### src/rtl/ppdu_framer_if.sv
// ppdu_framer_if: frame request, PSDU byte stream and tagged framed-bit stream of the PPDU framer.
interface ppdu_framer_if #(parameter int LEN_W = 12);
    logic             start;
    logic [3:0]       rate;
    logic [LEN_W-1:0] length;
    logic [7:0]       byte_in;
    logic             byte_valid;
    logic             byte_ready;
    logic             bit_out;
    logic             bit_valid;
    logic             bit_ready;
    logic [2:0]       field;
    logic             scramble_en;
    logic             code_en;
    logic             seed_load;
    logic             busy;
    logic             done;
    logic             error;

    modport master (
        output start, rate, length, byte_in, byte_valid, bit_ready,
        input  byte_ready, bit_out, bit_valid, field, scramble_en, code_en, seed_load, busy, done, error
    );
    modport slave (
        input  start, rate, length, byte_in, byte_valid, bit_ready,
        output byte_ready, bit_out, bit_valid, field, scramble_en, code_en, seed_load, busy, done, error
    );
endinterface

### src/rtl/ppdu_framer.sv
// ppdu_framer: run-time rate/length PPDU bit framer (preamble, SIGNAL, SERVICE, PSDU, tail, pad).
module ppdu_framer #(
    parameter int         PREAMBLE_BITS    = 96,
    parameter logic [7:0] PREAMBLE_PATTERN = 8'hAA,
    parameter int         LEN_W            = 12
) (
    input logic         clk,
    input logic         rst_n,
    ppdu_framer_if.slave f
);
    localparam int CW = LEN_W + 4;
    localparam logic [3:0] IDLE = 4'd0, PRE = 4'd1, SRATE = 4'd2, SRSVD = 4'd3, SLEN = 4'd4,
                           SPAR = 4'd5, STAIL = 4'd6, SERV = 4'd7, PSDU = 4'd8, DTAIL = 4'd9,
                           PAD = 4'd10;

    logic [3:0]       st, nst, rate_r, sr_cnt;
    logic [LEN_W-1:0] len_r;
    logic [CW-1:0]    cnt, lim;
    logic [7:0]       pc, ndbps, sr, hold;
    logic [LEN_W:0]   fetched;
    logic [11:0]      len12;
    logic [2:0]       field;
    logic             hold_full, fire, last, pcw, take, bit_out, done_r, err_r, ok;

    function automatic logic [7:0] dbps(input logic [3:0] r);
        case (r)
            4'b1101: return 8'd24;
            4'b1111: return 8'd36;
            4'b0101: return 8'd48;
            4'b0111: return 8'd72;
            4'b1001: return 8'd96;
            4'b1011: return 8'd144;
            4'b0001: return 8'd192;
            4'b0011: return 8'd216;
            default: return 8'd0;
        endcase
    endfunction

    assign ndbps = dbps(rate_r);
    assign len12 = 12'(len_r);
    assign pcw   = pc == ndbps - 8'd1;
    assign ok    = dbps(f.rate) != 8'd0 && f.length != '0;
    assign fire  = f.bit_valid && f.bit_ready;
    assign take  = f.byte_valid && f.byte_ready;
    assign nst   = (st == PAD || (st == DTAIL && pcw)) ? IDLE : st + 4'd1;

    always_comb begin
        lim = st == PRE ? CW'(PREAMBLE_BITS) : st == SRATE ? CW'(4) : st == SLEN ? CW'(12) :
              (st == STAIL || st == DTAIL) ? CW'(6) : st == SERV ? CW'(16) :
              st == PSDU ? {1'b0, len_r, 3'b000} : CW'(1);
        last = st == PAD ? pcw : cnt == lim - CW'(1);
        field = st == PRE ? 3'd1 : st inside {[SRATE:STAIL]} ? 3'd2 : st == SERV ? 3'd3 :
                st == PSDU ? 3'd4 : st == DTAIL ? 3'd5 : st == PAD ? 3'd6 : 3'd0;
        // Holding register supplies the bit directly whenever the shift register has run dry
        bit_out = st == PRE ? PREAMBLE_PATTERN[3'd7 - cnt[2:0]] :
                  st == SRATE ? rate_r[2'd3 - cnt[1:0]] :
                  st == SLEN ? len12[cnt[3:0]] :
                  st == SPAR ? ^{rate_r, len12} :
                  st == PSDU ? (sr_cnt != 4'd0 ? sr[0] : hold[0]) : 1'b0;
    end

    assign f.bit_out     = bit_out;
    assign f.field       = field;
    assign f.scramble_en = field >= 3'd3;
    assign f.code_en     = field >= 3'd2;
    assign f.seed_load   = st == SERV && cnt == '0;
    assign f.busy        = st != IDLE;
    assign f.bit_valid   = st != IDLE && (st != PSDU || sr_cnt != 4'd0 || hold_full);
    assign f.byte_ready  = (st == SERV || st == PSDU) && !hold_full && fetched < {1'b0, len_r};
    assign f.done        = done_r;
    assign f.error       = err_r;

    always_ff @(posedge clk or negedge rst_n) begin
        if (!rst_n) begin
            st <= IDLE;
            rate_r <= '0;
            len_r <= '0;
            cnt <= '0;
            pc <= '0;
            sr <= '0;
            sr_cnt <= '0;
            hold <= '0;
            hold_full <= 1'b0;
            fetched <= '0;
            done_r <= 1'b0;
            err_r <= 1'b0;
        end else begin
            done_r <= fire && last && nst == IDLE;
            err_r <= st == IDLE && f.start && !ok;
            if (take) begin
                hold <= f.byte_in;
                hold_full <= 1'b1;
                fetched <= fetched + 1'b1;
            end
            if (st == IDLE) begin
                cnt <= '0;
                pc <= '0;
                sr_cnt <= '0;
                hold_full <= 1'b0;
                fetched <= '0;
                if (f.start && ok) begin
                    st <= PRE;
                    rate_r <= f.rate;
                    len_r <= f.length;
                end
            end else if (fire) begin
                st <= last ? nst : st;
                cnt <= last ? '0 : cnt + CW'(1);
                pc <= st < SERV ? 8'd0 : pcw ? 8'd0 : pc + 8'd1;
                if (st == PSDU) begin
                    if (sr_cnt > 4'd1) begin
                        sr <= sr >> 1;
                        sr_cnt <= sr_cnt - 4'd1;
                    end else if (sr_cnt == 4'd1 && !hold_full) begin
                        sr_cnt <= 4'd0;
                    end else begin
                        sr <= sr_cnt == 4'd0 ? hold >> 1 : hold;
                        sr_cnt <= sr_cnt == 4'd0 ? 4'd7 : 4'd8;
                        hold_full <= 1'b0;
                    end
                end
            end
        end
    end
endmodule
### src/flat_wrapper.sv
// flat-port wrapper written by rule: the top's interface ports become plain ports
module ppdu_framer_flat 
#(
    parameter int         PREAMBLE_BITS    = 96,
    parameter logic [7:0] PREAMBLE_PATTERN = 8'hAA,
    parameter int         LEN_W            = 12
)
  (clk, rst_n, f_start, f_rate, f_length, f_byte_in, f_byte_valid, f_bit_ready, f_byte_ready, f_bit_out, f_bit_valid, f_field, f_scramble_en, f_code_en, f_seed_load, f_busy, f_done, f_error);
  ppdu_framer_if #(.LEN_W(LEN_W)) f_i ();
  input logic clk;
  input logic rst_n;
  input wire logic [$bits(f_i.start)-1:0] f_start;
  input wire logic [$bits(f_i.rate)-1:0] f_rate;
  input wire logic [$bits(f_i.length)-1:0] f_length;
  input wire logic [$bits(f_i.byte_in)-1:0] f_byte_in;
  input wire logic [$bits(f_i.byte_valid)-1:0] f_byte_valid;
  input wire logic [$bits(f_i.bit_ready)-1:0] f_bit_ready;
  output wire logic [$bits(f_i.byte_ready)-1:0] f_byte_ready;
  output wire logic [$bits(f_i.bit_out)-1:0] f_bit_out;
  output wire logic [$bits(f_i.bit_valid)-1:0] f_bit_valid;
  output wire logic [$bits(f_i.field)-1:0] f_field;
  output wire logic [$bits(f_i.scramble_en)-1:0] f_scramble_en;
  output wire logic [$bits(f_i.code_en)-1:0] f_code_en;
  output wire logic [$bits(f_i.seed_load)-1:0] f_seed_load;
  output wire logic [$bits(f_i.busy)-1:0] f_busy;
  output wire logic [$bits(f_i.done)-1:0] f_done;
  output wire logic [$bits(f_i.error)-1:0] f_error;
  assign f_i.start = f_start;
  assign f_i.rate = f_rate;
  assign f_i.length = f_length;
  assign f_i.byte_in = f_byte_in;
  assign f_i.byte_valid = f_byte_valid;
  assign f_i.bit_ready = f_bit_ready;
  assign f_byte_ready = f_i.byte_ready;
  assign f_bit_out = f_i.bit_out;
  assign f_bit_valid = f_i.bit_valid;
  assign f_field = f_i.field;
  assign f_scramble_en = f_i.scramble_en;
  assign f_code_en = f_i.code_en;
  assign f_seed_load = f_i.seed_load;
  assign f_busy = f_i.busy;
  assign f_done = f_i.done;
  assign f_error = f_i.error;
  ppdu_framer #(.PREAMBLE_BITS(PREAMBLE_BITS), .PREAMBLE_PATTERN(PREAMBLE_PATTERN), .LEN_W(LEN_W)) u_core (.clk(clk), .rst_n(rst_n), .f(f_i));
endmodule
### config.mk
export PLATFORM = sky130hd
export DESIGN_NAME = ppdu_framer_flat
export DESIGN_NICKNAME = d
export VERILOG_FILES = /design/src/rtl/ppdu_framer_if.sv /design/src/rtl/ppdu_framer.sv /design/src/flat_wrapper.sv
export SDC_FILE = /design/constraint.sdc
export NUM_CORES = 1
export LEC_CHECK = 0
export CAP_MARGIN = 20
export CORE_UTILIZATION = 65
export DETAILED_ROUTE_END_ITERATION = 7
export HOLD_SLACK_MARGIN = 0.05
export PLACE_DENSITY = 0.95
export REMOVE_ABC_BUFFERS = 1
export SLEW_MARGIN = 20
export SYNTH_ARGS = -nofsm -noshare
export SYNTH_HDL_FRONTEND = slang
export SYNTH_SLANG_ARGS = --single-unit
### constraint.sdc
create_clock -name clk -period 7.8 [get_ports clk]
set_input_delay 1.17 -clock clk [delete_from_list [all_inputs] [get_ports clk]]
set_output_delay 1.17 -clock clk [all_outputs]
set_load 0.02 [all_outputs]
==> results_dict.tcl <==
set metrics [dict create \
    status "finished, final reports clean" \
    route.vias.total 6042 \
    yosysTopAreaCellShare_pct 31.8 \
    synth_top_cells_by_area "dfrtp_1, ha_1, o21ai_0" \
    yosysWarningCount 0 \
    postRouteAntennaNets 0 \
    multi_input_comb_area_mm2 0.00397 \
    crit_top_cell "inv_1" \
    cpPeakStageDelay_ps 510 \
    cts.clk_slew.worst_paths_ps 100 \
    dp.final_hpwl_um 12400 \
    finalCoreUtilization_pct 74.3 \
    finalHoldViolCount 0 \
    cellPowerDensity_mw_per_mm2 354 \
    r2r_setup_slack_ps 2670 \
    firstDrtPassIters 6 \
    finalWeightedCongestion 0.941 \
    critPathTopFamily "simple AND/OR/NAND/NOR gates" \
    area.sequential_mm2 0.00200 \
    max-clock-path-buffers 2 \
    post_cts_buffers 0 \
    detail_route.iter0.violations 522 \
    cts_tree "built" \
    number_of_instances_resized_during_post_cts_repair 0 \
    post_synthesis_cell_type_with_the_largest_combined_area "dfrtp_1" \
    antenna_cells 0 \
    overflow_after_grt 0 \
    crit_arrival_ps 5380 \
    worst_hold_slack_ps 493 \
    worst_r2r_path_depth 15 \
    maximum_number_of_pins_on_one_net_before_global_route_repair 81 \
    crit_cells 15 \
    worst_path_maximum_fanout 28 \
    min_path_cells 2 \
    leakage_dissipation_nw 2.91 \
    crit_buf_inv 3 \
    cp_data_required_time_ps 8050 \
    drt-vias-per-instance 6.87 \
    tightestPinTransition_ps 1110 \
    io_buffer_count 40 \
    dominant_synthesized_flop_cell "dfrtp_1" \
    placeable_area_mm2 0.00933 \
    route.detailed.drc 0 \
    drt-wirelength-per-cell_um 19.6 \
    num-nets-final 801 \
    start_util_pct 67.6 \
    cts.sink_count 80 \
    synth_enable_flop_cells 0 \
    setup_violating_endpoint_count_in_the_final_report 0 \
    final_design_area_no_fill_mm2 0.00693 \
    grt_first_pass_wirelength_um 27700 \
    grt_usage_pct 35.2 \
    vias_in_the_first_global_route 5701 \
    syn_area_mm2 0.00630 \
    placedInstanceArea_mm2 0.00669 \
    floorplan.die_area_mm2 0.0101 \
    layout_min_cycle_time_ps 5130 \
    ys_async_sr_fraction_pct 100 \
    min_period_over_period_pct 65.8 \
    nFillCells 658 \
    fp-row-count 35 \
    drv_cap 0 \
    h-tree-depth 3 \
    cts_hold_repair.buffers 0 \
    ios 41 \
    syn-instance-count 743 \
    tritoncts_buffer_count 9 \
    slew_viol_final 0 \
    cp-start-kind "flip-flop" \
    drt-total-wl_um 17300 \
    ir_worst_vdd_mv 0.249 \
    area_growth_pct 9.98 \
    type_of_element_capturing_the_critical_path "flip-flop" \
    final_layout_size_suffix_gt1_share_pct 8.92 \
    fin_setup_tns_ps 0 \
    clkLatencyLatePin_ps 370 \
    unrepaired_setup_endpoints_after_global_routing "false" \
    die_h_um 100 \
    worst_path_max_delay_cell "or4_4" \
    max_slew_margin_pct 25.3 \
    number_of_antenna_violations_at_the_first_check_in_global_routing 0 \
    floorplan.die.width_um 100 \
    ys_seq_elements 80 \
    synth_area_per_cell_um2 8.49 \
    worstHoldPathType "flip-flop to flip-flop" \
    synth_cell_type_count 74 \
    final.setup_skew_ps 12.8 \
    crit_path_cell_trace "inv_1, ha_1, mux2i_1, o211ai_4, nor2_1, inv_1, ha_1, inv_1, nor4_4, nor2_1, or4_4, nor4b_4, a41oi_4, o31a_1, a41o_1" \
    fmax_mhz 195 \
    synth_seq_area_share_pct 31.8 \
    clockRootBuffer "clkbuf_8" \
    critical_path_class "flip-flop to flip-flop" \
]
[cell families (layout without fill, tap and decap cells)]
family	after synthesis	after routing	share of synthesized area, %
compound gates	193	193	19.9
flops	80	80	31.8
xor+xnor	34	34	4.72
buf+inv	89	97	5.52
fa+ha+maj	26	26	5.16
mux	48	48	8.89
simple gates	273	273	24.0
[worst min-delay path: stages, from the launching register on]
cell and delay [ps]:
dfrtp_1 360, nand2_1 50, o21ai_0 60
[cell usage in the layout, fill, tap and decap left out, drive strengths merged, types with 4 or more instances in the layout]
master,n
mux2i,20
dfrtp,80
nand2b,11
nor2,46
nor4,14
inv,41
a21o,8
o21a,8
nand3b,6
nand4,9
buf,4
nor3,18
a31o,4
or3,10
and3,17
o211ai,4
nor2b,7
a31oi,17
mux4,4
nor3b,5
ha,26
clkdlybuf4s50,39
clkbuf,9
o31ai,11
nand4b,6
or2,4
xnor2,23
o21ai,59
mux2,24
a21oi,45
xor2,11
nand2,56
a211oi,4
nand3,40
or4,12
[power by group]
part           switching [mW]  internal [mW]
clock                   0.180          0.187
sequential              0.207          0.497
combinational           0.765          0.620
total                    1.15           1.30
[path summary, 6_finish.rpt]
check / endpoint / from
max: u_core.st[3] / u_core.st[0]
min: u_core.sr[2] / u_core.sr[2]
max reg2reg: u_core.st[3] / u_core.st[0]
min reg2reg: u_core.sr[2] / u_core.sr[2]
max in group asynchronous: u_core.len12[7] / rst_n
min in group asynchronous: u_core.pc[0] / rst_n
[Yosys cell counts, types with 5 or more instances]
cell       n
dfrtp_1   80
nand2_1   56
o21ai_0   56
nor2_1    46
a21oi_1   45
nand3_1   40
clkbuf_1  38
inv_1     37
ha_1      26
mux2_2    24
xnor2_1   23
mux2i_1   20
a31oi_1   17
and3_1    17
nor3_1    17
nor4_1    12
nand2b_1  11
o31ai_1   11
or4_1     11
xor2_1    11
or3_1     10
nand4_1    9
a21o_1     8
o21a_1     8
nor2b_1    7
buf_1      6
nand4b_1   6
buf_2      5
nand3b_1   5
nor3b_1    5
[state kept, by name, summed over array words and instances (netlist names), 4 cells and up]
register and cells:
u_core.hold 8, u_core.cnt 16, u_core.pc 8, u_core.sr 8, u_core.st 4, u_core.len12 12, u_core.sr_cnt 4, u_core.fetched 13
u_core.rate_r 4
[per-stage QoR]
stage | setup WS (ps) | instances | power, mW
after detailed placement | 2810 | 864 | 2.05
final | 2670 | 880 | 2.46
after floorplan | 3300 | 692 | 1.67
after global routing | 2370 | 880 | 2.61
after global placement | 3140 | 864 | 1.99
after CTS | 2770 | 880 | 2.42
[area by class of cell]
class / instances / area share (%)
Clock buffer: 9 / 1.79
Multi-Input combinational cell: 574 / 57.3
Timing Repair Buffer: 43 / 6.12
Inverter: 38 / 2.06
Sequential cell: 80 / 28.9
Clock inverter: 7 / 1.55
Tap cell: 129 / 2.33
[per-layer routing]
layer | wire, µm | GRT usage (%) | up-vias
met5 | 0 | 0 | -
met4 | 617 | 15.5 | 0
met3 | 1390 | 6.24 | 65
met2 | 8160 | 57.3 | 302
met1 | 7130 | 46.2 | 2939
li1 | - | - | 2736
No activity file was read; power rests on OpenSTA's default activity.
